==> config.mk <==
export PLATFORM = sky130hd
export DESIGN_NAME = booth_mult
export DESIGN_NICKNAME = d
export VERILOG_FILES = /design/src/rtl/booth_pkg.sv /design/src/rtl/booth_step.sv /design/src/rtl/booth_mult.sv
export SDC_FILE = /design/constraint.sdc
export NUM_CORES = 1
export LEC_CHECK = 0
export CAP_MARGIN = 30
export CORE_UTILIZATION = 40
export DETAILED_ROUTE_END_ITERATION = 10
export GPL_ROUTABILITY_DRIVEN = 0
export GPL_TIMING_DRIVEN = 0
export PLACE_DENSITY = 0.65
export SLEW_MARGIN = 30
export SYNTH_ARGS = -nofsm -noshare
export SYNTH_HDL_FRONTEND = slang
export SYNTH_HIERARCHICAL = 1
export SYNTH_SLANG_ARGS = --single-unit
==> constraint.sdc <==
create_clock -name clkSys -period 11.7 [get_ports clkSys]
set_clock_uncertainty 0.1 [all_clocks]
set_input_delay 3.51 -clock clkSys [delete_from_list [all_inputs] [get_ports clkSys]]
set_output_delay 3.51 -clock clkSys [all_outputs]
set_load 0.05 [all_outputs]
==> src/rtl/booth_pkg.sv <==
// Shared constants and state encoding for the radix-2 Booth multiplier.
package booth_pkg;

    localparam int WIDTH_DEFAULT = 32;
    localparam int CNT_W_DEFAULT = $clog2(WIDTH_DEFAULT + 1);

    typedef enum logic [1:0] {
        ST_IDLE = 2'd0,
        ST_RUN  = 2'd1,
        ST_DONE = 2'd2
    } state_e;

    function automatic int cnt_width(input int w);
        return $clog2(w + 1);
    endfunction

endpackage

==> src/rtl/booth_step.sv <==
// One Booth partial-product step: conditional add/subtract of M, then
// arithmetic right shift of {A, Q, Q_1}.
module booth_step #(
    parameter int WIDTH = 32
) (
    input  logic signed [WIDTH:0]   acc,
    input  logic        [WIDTH-1:0] q,
    input  logic                    q_1,
    input  logic signed [WIDTH-1:0] m,
    output logic signed [WIDTH:0]   acc_next,
    output logic        [WIDTH-1:0] q_next,
    output logic                    q_1_next
);

    logic signed [WIDTH:0] m_ext;
    logic signed [WIDTH:0] sum;

    always_comb begin
        // one guard bit keeps A - M exact when M is the most negative value
        m_ext = {m[WIDTH-1], m};
        sum   = acc;
        case ({q[0], q_1})
            2'b01:   sum = acc + m_ext;
            2'b10:   sum = acc - m_ext;
            default: sum = acc;
        endcase
        acc_next = {sum[WIDTH], sum[WIDTH:1]};
        q_next   = {sum[0], q[WIDTH-1:1]};
        q_1_next = q[0];
    end

endmodule

==> src/rtl/booth_mult.sv <==
// Sequential signed WIDTHxWIDTH Booth multiplier, one step per clock,
// start/done handshake with a registered 2*WIDTH product.
//
//  state   | meaning
//  --------+--------------------------------------------------
//  S_IDLE  | waiting for en; operands captured on accept
//  S_RUN   | one Booth step per edge, WIDTH steps total
//  S_DONE  | done pulse high for this cycle, product valid
module booth_mult
    import booth_pkg::*;
#(
    parameter int WIDTH = WIDTH_DEFAULT
) (
    input  logic                      clkSys,
    input  logic                      rst_n,
    input  logic                      en,
    input  logic signed [WIDTH-1:0]   a,
    input  logic signed [WIDTH-1:0]   b,
    output logic signed [2*WIDTH-1:0] product,
    output logic                      done
);

    localparam int CW = cnt_width(WIDTH);

    localparam logic [1:0] S_IDLE = ST_IDLE;
    localparam logic [1:0] S_RUN  = ST_RUN;
    localparam logic [1:0] S_DONE = ST_DONE;

    logic [1:0]              state;
    logic signed [WIDTH:0]   acc;
    logic [WIDTH-1:0]        q_reg;
    logic                    q_1;
    logic signed [WIDTH-1:0] m_reg;
    logic [CW-1:0]           count;

    logic signed [WIDTH:0]   acc_next;
    logic [WIDTH-1:0]        q_next;
    logic                    q_1_next;

    booth_step #(.WIDTH(WIDTH)) u_step (
        .acc      (acc),
        .q        (q_reg),
        .q_1      (q_1),
        .m        (m_reg),
        .acc_next (acc_next),
        .q_next   (q_next),
        .q_1_next (q_1_next)
    );

    // rst_n is an active-high synchronous reset despite its name
    always_ff @(posedge clkSys) begin
        if (rst_n) begin
            state   <= S_IDLE;
            acc     <= '0;
            q_reg   <= '0;
            q_1     <= 1'b0;
            m_reg   <= '0;
            count   <= '0;
            product <= '0;
            done    <= 1'b0;
        end else begin
            case (state)
                S_IDLE: begin
                    done <= 1'b0;
                    if (en) begin
                        m_reg <= a;
                        q_reg <= b;
                        q_1   <= 1'b0;
                        acc   <= '0;
                        count <= '0;
                        state <= S_RUN;
                    end
                end
                S_RUN: begin
                    acc   <= acc_next;
                    q_reg <= q_next;
                    q_1   <= q_1_next;
                    count <= count + 1'b1;
                    if (count == CW'(WIDTH - 1)) begin
                        product <= {acc_next[WIDTH-1:0], q_next};
                        done    <= 1'b1;
                        state   <= S_DONE;
                    end
                end
                S_DONE: begin
                    done  <= 1'b0;
                    state <= S_IDLE;
                end
                default: begin
                    done  <= 1'b0;
                    state <= S_IDLE;
                end
            endcase
        end
    end

endmodule

### Yosys cells after proc, flatten, opt, wreduce, memory -nomap -nowiden

Cells that the tools add are included.

| storage, ports and cells | value |
|---|---|
| bits in registers | 171 |
| output and inout port bits | 65 |

| operators by class | value |
|---|---|
| add/sub/neg operators | 3 |
| eq/ne operators | 6 |
| muxes and demuxes | 12 |
| bitwise gates (word level) | 1 |
| reductions and logical operators | 7 |

Operator list:

| kind | count |
|---|---|
| $pmux 33 s2 | 2 |
| $pmux 32 s2 | 1 |
| $add 33x32->33 | 1 |
| $mux 33 | 1 |
| $sub 33x32->33 | 1 |
| $mux 32 | 1 |
| $pmux 6 s2 | 1 |
| $reduce_and 2->1 | 4 |
| $add 6x1->6 const B | 1 |
| $eq 6x5->1 const B | 1 |
| $mux 6 | 1 |
| $eq 2x1->1 const B | 2 |
| $mux 2 | 2 |
| $ne 2x2->1 const B | 2 |
| $pmux 2 s2 | 1 |
| $eq 2x2->1 const B | 1 |
| $logic_not 2->1 | 1 |
| $pmux 1 s2 | 1 |
| $reduce_bool 2->1 | 1 |
| $reduce_or 2->1 | 1 |
| $mux 1 | 1 |
| $not 1->1 | 1 |

### Longest topological paths before layout

Gate-level depths: netlist of the first run.

| logic depth | value |
|---|---|
| word-level depth | 3 |
| mapped depth | 21 |
| depth with buffers taken out | 20 |

### By module

Netlist of the first run, hierarchy kept.

By module, submodules not included:

| module | instances | cells each | area each (um^2) | seq. area each (um^2) |
|---|---|---|---|---|
| booth_mult | 1 | 711 | 6,777.8 | 3,423.3 |
| booth_step | 1 | 464 | 3,051.7 | 0.0 |

### Worst setup path before layout of the first run

OpenSTA, ideal clock, no wires.

| timing | value |
|---|---|
| kind | in2reg |
| start point | in en |
| end point | reg q_reg[15] |
| setup time | 134 ps |
| arrival time | 4,304 ps |
| path slack | 7,163 ps |
| cell stages on the path | 5 |
| buffers on the path | 2 |
| cell sequence | or3b_1 -> buf_4 -> buf_4 -> nor2_1 -> nor4_1 |

| between the ends | value |
|---|---|
| longest elaborated chain between the ends | 2 |

Ends and longest elaborated chain:

| element | RTL line | text |
|---|---|---|
| start: declaration | booth_mult.sv:16 | `input logic en,` |
| $ne 2x2->1 (no source line) | - |  |
| $reduce_and 2->1 (no source line) | - |  |
| end signal: assignment | booth_mult.sv:76 | `q_reg <= q_next;` |
| end: declaration | booth_mult.sv:31 | `logic [WIDTH-1:0] q_reg;` |

Every way passes these cells.
A chain may end at the register's enable or synchronous reset.

### Final worst setup path of the first run

| timing | value |
|---|---|
| start point | reg product[21] |
| end point | out product[21] |

RTL lines:

| element | RTL line | text |
|---|---|---|
| start: declaration | booth_mult.sv:19 | `output logic signed [2*WIDTH-1:0] product,` |
| start signal: assignment | booth_mult.sv:80 | `product <= {acc_next[WIDTH-1:0], q_next};` |

No word-level cell between the ends.

==> results_dict.tcl, run 1 <==
set metrics [dict create \
    cts_sinks 171 \
    top_regs "product: 64 flops, acc: 33 flops" \
    crit_start "product[21]" \
    dr.pass1.iters 5 \
    ctsHoldBuffers 0 \
    tns_ns 0 \
    antenna_found_initial 0 \
    r2r-start "m_reg[9]" \
    synth_nets 1278 \
    cp-start-kind "flop" \
    worst_setup_path_end_kind "output pin" \
    path_max_fanout 2 \
    numCtsBuffers 17 \
    grt_pass1_wl_um 41250 \
    holdPathStages 1 \
    grt_pass1_vias 8170 \
    slowest_stage "clkdlybuf4s50_1" \
    dieHeight_um 158.8 \
    via_per_inst 5.108 \
    cts_setup_buffers 0 \
    pwr-share-clk_pct 34.9 \
    port_buffers 130 \
    fillCellCount 2364 \
    finalSetupViolations 0 \
    critPathBufInv 1 \
    die_w_um 158.8 \
    rsz0062_at_grt "false" \
    avgSynthCellArea_sq_um 8.365 \
    ir_drop_mv 0.1018 \
    synth_enable_flop_cells 0 \
    drc 0 \
    layout-drive-gt1-share_pct 9.050 \
    hold_viol 0 \
    setup_ws_ns 6.471 \
    outcome "complete, no violations" \
    ys_types 66 \
    seq_area_frac_synth_pct 34.83 \
    crit_cells 1 \
    combinationalPowerShare_pct 26.5 \
    period_minus_slack_ns 5.229 \
    start_util_pct 40.66 \
    synth_cells 1175 \
    wl_um 25220 \
    endpoint "product[21]" \
    core_area_sq_mm 0.02418 \
    grt_max_degree 18 \
    clkLatencyLatePin_ns 0.43 \
    antenna_cells 0 \
    r2r-end "acc[32]" \
    powerDensity_mw_per_mm2 134.6 \
    io_pins 132 \
    leakage_nw 4.531 \
    cp_data_required_time_ns 8.09 \
    regMostFlops "product" \
    yosys_warnings 6 \
    slew_violations 0 \
    max_clock_freq_mhz 191.3 \
    syn_to_final_growth_pct 23.34 \
    post-place-ws_ns 6.296 \
    postRouteAntennaNets 0 \
    final_nets 1427 \
    wl_per_cell_um 15.18 \
    drtIter0Drc 478 \
    cts_resized 0 \
    finalCritPeriodShare_pct 44.69 \
    max_stage_delay_ns 0.82 \
    tightestPinTransition_ns 0.6283 \
    ys.flop_type "dfxtp_1" \
    reg2regPathDepth 17 \
    dieArea_sq_mm 0.02520 \
    seqPwrFrac_pct 38.6 \
    cts_tree "done" \
    overflow 0 \
    synth-seq-cells 171 \
    placementRows 57 \
    ys_async_sr_fraction_pct 0 \
    switching_share_pct 32.63 \
    power.switching_w 0.0005326 \
    crit_arrival_ns 1.62 \
    cpLargestDelayFamily "buffers and inverters" \
    clk_path_buf_depth 2 \
    path_cells "clkdlybuf4s50_1" \
    grt_use_total_pct 20.21 \
    vias 8485 \
    worstSetupPathType "flop to output pin" \
    cap_violations 0 \
    holdCritPathClass "flop to flop" \
    slew_headroom_pct 57.93 \
    internal_power_w 0.001099 \
    syn-cell-area_sq_mm 0.009829 \
    r2r_slack_ns 6.87 \
    clkTransAtPathRegs_ns 0.07 \
    largest_reg_flops 64 \
    root_buffer "clkbuf_16" \
    post-dp-hpwl_um 19060 \
    holdWs_ns 0.3689 \
    h-tree-depth 4 \
]
[worst min-delay path by stage]
stage                start          end
2_1_floorplan       acc[0]       acc[0]
3_3_place_gp          done         done
3_5_place_dp   product[51]  product[51]
4_1_cts               done         done
5_1_grt        product[16]  product[16]
6_report              done         done
[cells by family after synthesis]
family                     share of synthesized area, %
AOI/OAI and AO/OA                                 14.56
and+or+nand+nor                                   25.75
adders and majority gates                         4.659
xor gates and xnor gates                          5.168
buffers and inverters                             7.867
DFF                                               34.83
muxes                                             7.166
[cell type report]
type | instances | area [sq um] | share of cell area, %
multi-input cells | 881 | 5633 | 46.46
flip-flops and latches | 171 | 3423 | 28.24
repair buffers | 130 | 1301 | 10.73
plain buffers | 107 | 713.2 | 5.882
clock buffers | 17 | 425.4 | 3.509
well taps | 324 | 405.4 | 3.344
clock inverters | 15 | 162.7 | 1.342
inverters | 16 | 60.06 | 0.4954
[cell usage in the layout, fill, tap and decap left out, types with 8 or more instances in the layout]
cell type and instances:
a21o_1 13, a21oi_1 84, a22o_1 36, a31oi_1 8
buf_2 17, buf_4 39, clkbuf_1 38, clkbuf_16 17
clkdlybuf4s50_1 130, dfxtp_1 171, ha_1 35, inv_1 16
mux2i_1 67, nand2_1 114, nand2b_1 137, nand3_1 9
nand4_1 10, nor2_1 133, nor3_1 13, nor4_1 35
o21ai_0 46, xnor2_1 46, xor2_1 12
[synth_stat cells, types with 3 or more instances]
library cell / instances / area (sq um)
mux2i_1: 67 / 670.6
nor3b_1: 3 / 22.52
or3_1: 6 / 37.54
a211oi_1: 7 / 52.55
a21o_1: 13 / 97.59
a31oi_1: 8 / 50.05
o31ai_1: 3 / 22.52
nor3_2: 3 / 30.03
buf_4: 39 / 292.8
ha_1: 35 / 437.9
a21oi_1: 84 / 420.4
nor2_1: 133 / 499.2
inv_1: 16 / 60.06
nand4_1: 10 / 62.56
dfxtp_1: 171 / 3423
o21bai_1: 6 / 45.04
nor3_1: 13 / 65.06
nand3_1: 9 / 45.04
o21a_1: 4 / 30.03
mux2_2: 3 / 33.78
nand2b_1: 137 / 857.1
nand2_1: 114 / 427.9
buf_6: 6 / 67.56
o211ai_1: 4 / 30.03
xnor2_1: 46 / 402.9
clkbuf_1: 38 / 142.6
o21ai_0: 46 / 230.2
buf_12: 6 / 120.1
nor4_1: 35 / 219.0
nor2b_1: 5 / 31.28
a22o_1: 36 / 315.3
buf_2: 17 / 85.08
xor2_1: 12 / 105.1
and3_1: 4 / 25.02
[routing by layer]
metal | routed length, um | GRT usage (%) | part of all wire, % | up-vias
li1 | - | - | - | 4325
met1 | 12240 | 27.47 | 49 | 3959
met2 | 11760 | 33.17 | 47 | 180
met3 | 919 | 2.900 | 3.6 | 21
met4 | 297 | 5.560 | 1.2 | 0
met5 | 0 | 0 | 0 | -
[metrics by stage]
step	cell area, sq um	instances	utilization [%]	total power, W
after detailed placement	11540	1629	47.72	0.001071
after floorplan	9829	1175	-	0.0009607
final	12120	1661	50.15	0.001632
after global routing	12120	1661	50.15	0.001721
after CTS	12120	1661	50.15	0.001640
after global placement	11540	1629	47.72	0.001066
[power by group through the flow]
stage | sequential, W | clock [W] | combinational [W]
2_1_floorplan | 0.000638 | 0 | 0.000322
6_report | 0.000631 | 0.000569 | 0.000432
3_3_place_gp | 0.000643 | 0 | 0.000423
5_1_grt | 0.000635 | 0.000609 | 0.000477
4_1_cts | 0.000630 | 0.000581 | 0.000429
3_5_place_dp | 0.000644 | 0 | 0.000427
No activity file was read; power rests on OpenSTA's default activity.
==> run 2, diff against run 1 <==
--- a/config.mk
+++ b/config.mk
@@ -10,7 +10,7 @@
 export DETAILED_ROUTE_END_ITERATION = 10
 export GPL_ROUTABILITY_DRIVEN = 0
 export GPL_TIMING_DRIVEN = 0
-export PLACE_DENSITY = 0.65
+export PLACE_DENSITY = 0.68
 export SLEW_MARGIN = 30
 export SYNTH_ARGS = -nofsm -noshare
 export SYNTH_HDL_FRONTEND = slang
==> constraint.sdc (replaced) <==
create_clock -name clkSys -period 4.4 [get_ports clkSys]
set_clock_uncertainty 0.1 [all_clocks]
set_input_delay 1.32 -clock clkSys [delete_from_list [all_inputs] [get_ports clkSys]]
set_output_delay 1.32 -clock clkSys [all_outputs]
set_load 0.05 [all_outputs]
==> results_dict.tcl, run 2 (synthesis gave the netlist of run 1 again) <==
set metrics [dict create \
    slew_headroom_pct 56.05 \
    finalSetupViolations 0 \
    drc 0 \
    antenna_cells 0 \
    grt_max_degree 17 \
    final_nets 1438 \
    clkLatencyLatePin_ns 0.43 \
    holdCritStartpoint "done" \
    ir_drop_mv 0.2359 \
    die_w_um 158.8 \
    tightestPinTransition_ns 0.6592 \
    start_util_pct 40.66 \
    syn_to_final_growth_pct 26.45 \
    hold_viol 0 \
    drtIter0Drc 548 \
    max_clock_freq_mhz 228.8 \
    crit_arrival_ns 4.59 \
    h-tree-depth 4 \
    tns_ns 0 \
    postRouteAntennaNets 0 \
    place_area_sq_mm 0.01154 \
    powerDensity_mw_per_mm2 357.5 \
    path_max_fanout 5 \
    regMostFlops "product" \
    via_per_inst 5.257 \
    grt_use_total_pct 20.42 \
    overflow 0 \
    wl_per_cell_um 15.71 \
    layout_commonest_cell "dfxtp_1" \
    cap_violations 0 \
    worstSetupPathType "flop to flop" \
    clkTransAtPathRegs_ns 0.07 \
    vias 8790 \
    wl_um 26270 \
    port_buffers 130 \
    fin_util_pct 51.41 \
    holdCritPathClass "flop to flop" \
    cp-start-kind "flop" \
    io_pins 132 \
    post-dp-hpwl_um 19070 \
    placementRows 57 \
    largest_reg_flops 64 \
    core_area_sq_mm 0.02418 \
    final_cell_mix "dfxtp_1, nand2b_1, nor2_1" \
    clk_path_buf_depth 2 \
    outcome "complete, no violations" \
    grt_pass1_vias 8292 \
    worst_setup_path_end_kind "flop" \
    cp_data_required_time_ns 4.62 \
    root_buffer "clkbuf_16" \
    finalCritPeriodShare_pct 99.32 \
    grt_pass1_wl_um 41700 \
    period_minus_slack_ns 4.370 \
    post-place-ws_ns -0.4685 \
    numCtsBuffers 17 \
    cts_tree "done" \
    dr.pass1.iters 5 \
    setup_ws_ns 0.03002 \
    antenna_found_initial 0 \
    dieArea_sq_mm 0.02520 \
    slew_violations 0 \
    holdWs_ns 0.3668 \
    cts_sinks 171 \
    dieHeight_um 158.8 \
    fillCellCount 2230 \
    crit_start "m_reg[10]" \
    layout-drive-gt1-share_pct 13.06 \
    leakage_nw 4.628 \
    fin_area_sq_mm 0.01243 \
    top_regs "product: 64 flops, acc: 33 flops" \
    r2r-start "m_reg[10]" \
]
==> run 2: final timing paths <==
check / endpoint / slack (ns) / cells after the start
setup reg to reg: acc[32] / 0.03 / 17
hold / removal: done / 0.37 / 1
hold reg to reg: done / 0.37 / 1
setup / recovery: acc[32] / 0.03 / 17
==> run 2: layer usage <==
metal / track usage (%) / routed length [um] / vias to the layer above
met1: 26.96 / 12120 / 4142
met3: 3.265 / 1212 / 38
met2: 33.59 / 12350 / 273
li1: - / - / 4337
met5: 0 / 0 / -
met4: 7.105 / 586 / 0
==> run 2: through the flow <==
stage                     instances  total power (W)
after floorplan                1175         0.002555
after global placement         1629         0.002830
after detailed placement       1629         0.002848
after CTS                      1660         0.004365
after global routing           1672         0.004669
final                          1672         0.004443
==> run 2: repair_timing <==
item                                    4_1_cts  5_1_grt
gates resized for setup                      11       46
endpoints found under the setup margin       18       21
hold buffers                                  0        0
buffers inserted                              4       14
pin swaps                                     2       20
gates cloned                                  0        0
==> run 2: report_power, final <==
part	leakage [nW]	internal [W]	switching (W)
sequential	1.39	0.00162	0.0000610
clock	0.282	0.000833	0.000660
combinational	2.95	0.000569	0.000700
==> run 2: final cells by class <==
class / instances / area (sq um) / area share (%)
multi-input cells: 881 / 5828 / 46.89
clock inverters: 11 / 110.1 / 0.8859
inverters: 16 / 60.06 / 0.4832
flip-flops and latches: 171 / 3426 / 27.56
well taps: 324 / 405.4 / 3.262
plain buffers: 100 / 693.2 / 5.577
repair buffers: 148 / 1436 / 11.56
clock buffers: 21 / 470.5 / 3.785
==> run 2: worst max-delay path, stage by stage, from the launching register on <==
cell	delay, ns
dfxtp_2	0.34
or3_4	0.41
or3_4	0.42
nor2b_4	0.16
nor4b_4	0.28
buf_4	0.19
a21oi_1	0.07
xnor2_1	0.18
ha_2	0.40
nand4_1	0.18
or3_4	0.39
o21ai_4	0.17
mux2i_1	0.23
o31ai_2	0.10
xor2_1	0.17
buf_4	0.16
buf_4	0.12
a22o_1	0.20
==> run 3, diff against run 2 <==
--- a/config.mk
+++ b/config.mk
@@ -10,7 +10,7 @@
 export DETAILED_ROUTE_END_ITERATION = 10
 export GPL_ROUTABILITY_DRIVEN = 0
 export GPL_TIMING_DRIVEN = 0
-export PLACE_DENSITY = 0.68
+export PLACE_DENSITY = 0.65
 export SLEW_MARGIN = 30
 export SYNTH_ARGS = -nofsm -noshare
 export SYNTH_HDL_FRONTEND = slang
==> constraint.sdc (replaced) <==
create_clock -name clkSys -period 5.4 [get_ports clkSys]
set_clock_uncertainty 0.1 [all_clocks]
set_input_delay 1.62 -clock clkSys [delete_from_list [all_inputs] [get_ports clkSys]]
set_output_delay 1.62 -clock clkSys [all_outputs]
set_load 0.05 [all_outputs]
==> results of run 3 <==
Same layout as run 1 (identical final DEF). Status: complete, no violations.
Main changes from that run: setup slack after placement 6.296 ns -> 0.6014 ns; setup slack after layout 6.471 ns -> 0.5749 ns; start point of the critical path product[21] -> m_reg[9]; end point of the critical path product[21] -> acc[32]; register-to-register setup slack 6.87 ns -> 0.57 ns; total power 0.001632 W -> 0.003536 W; worst IR drop on VDD 0.1018 mV -> 0.2206 mV
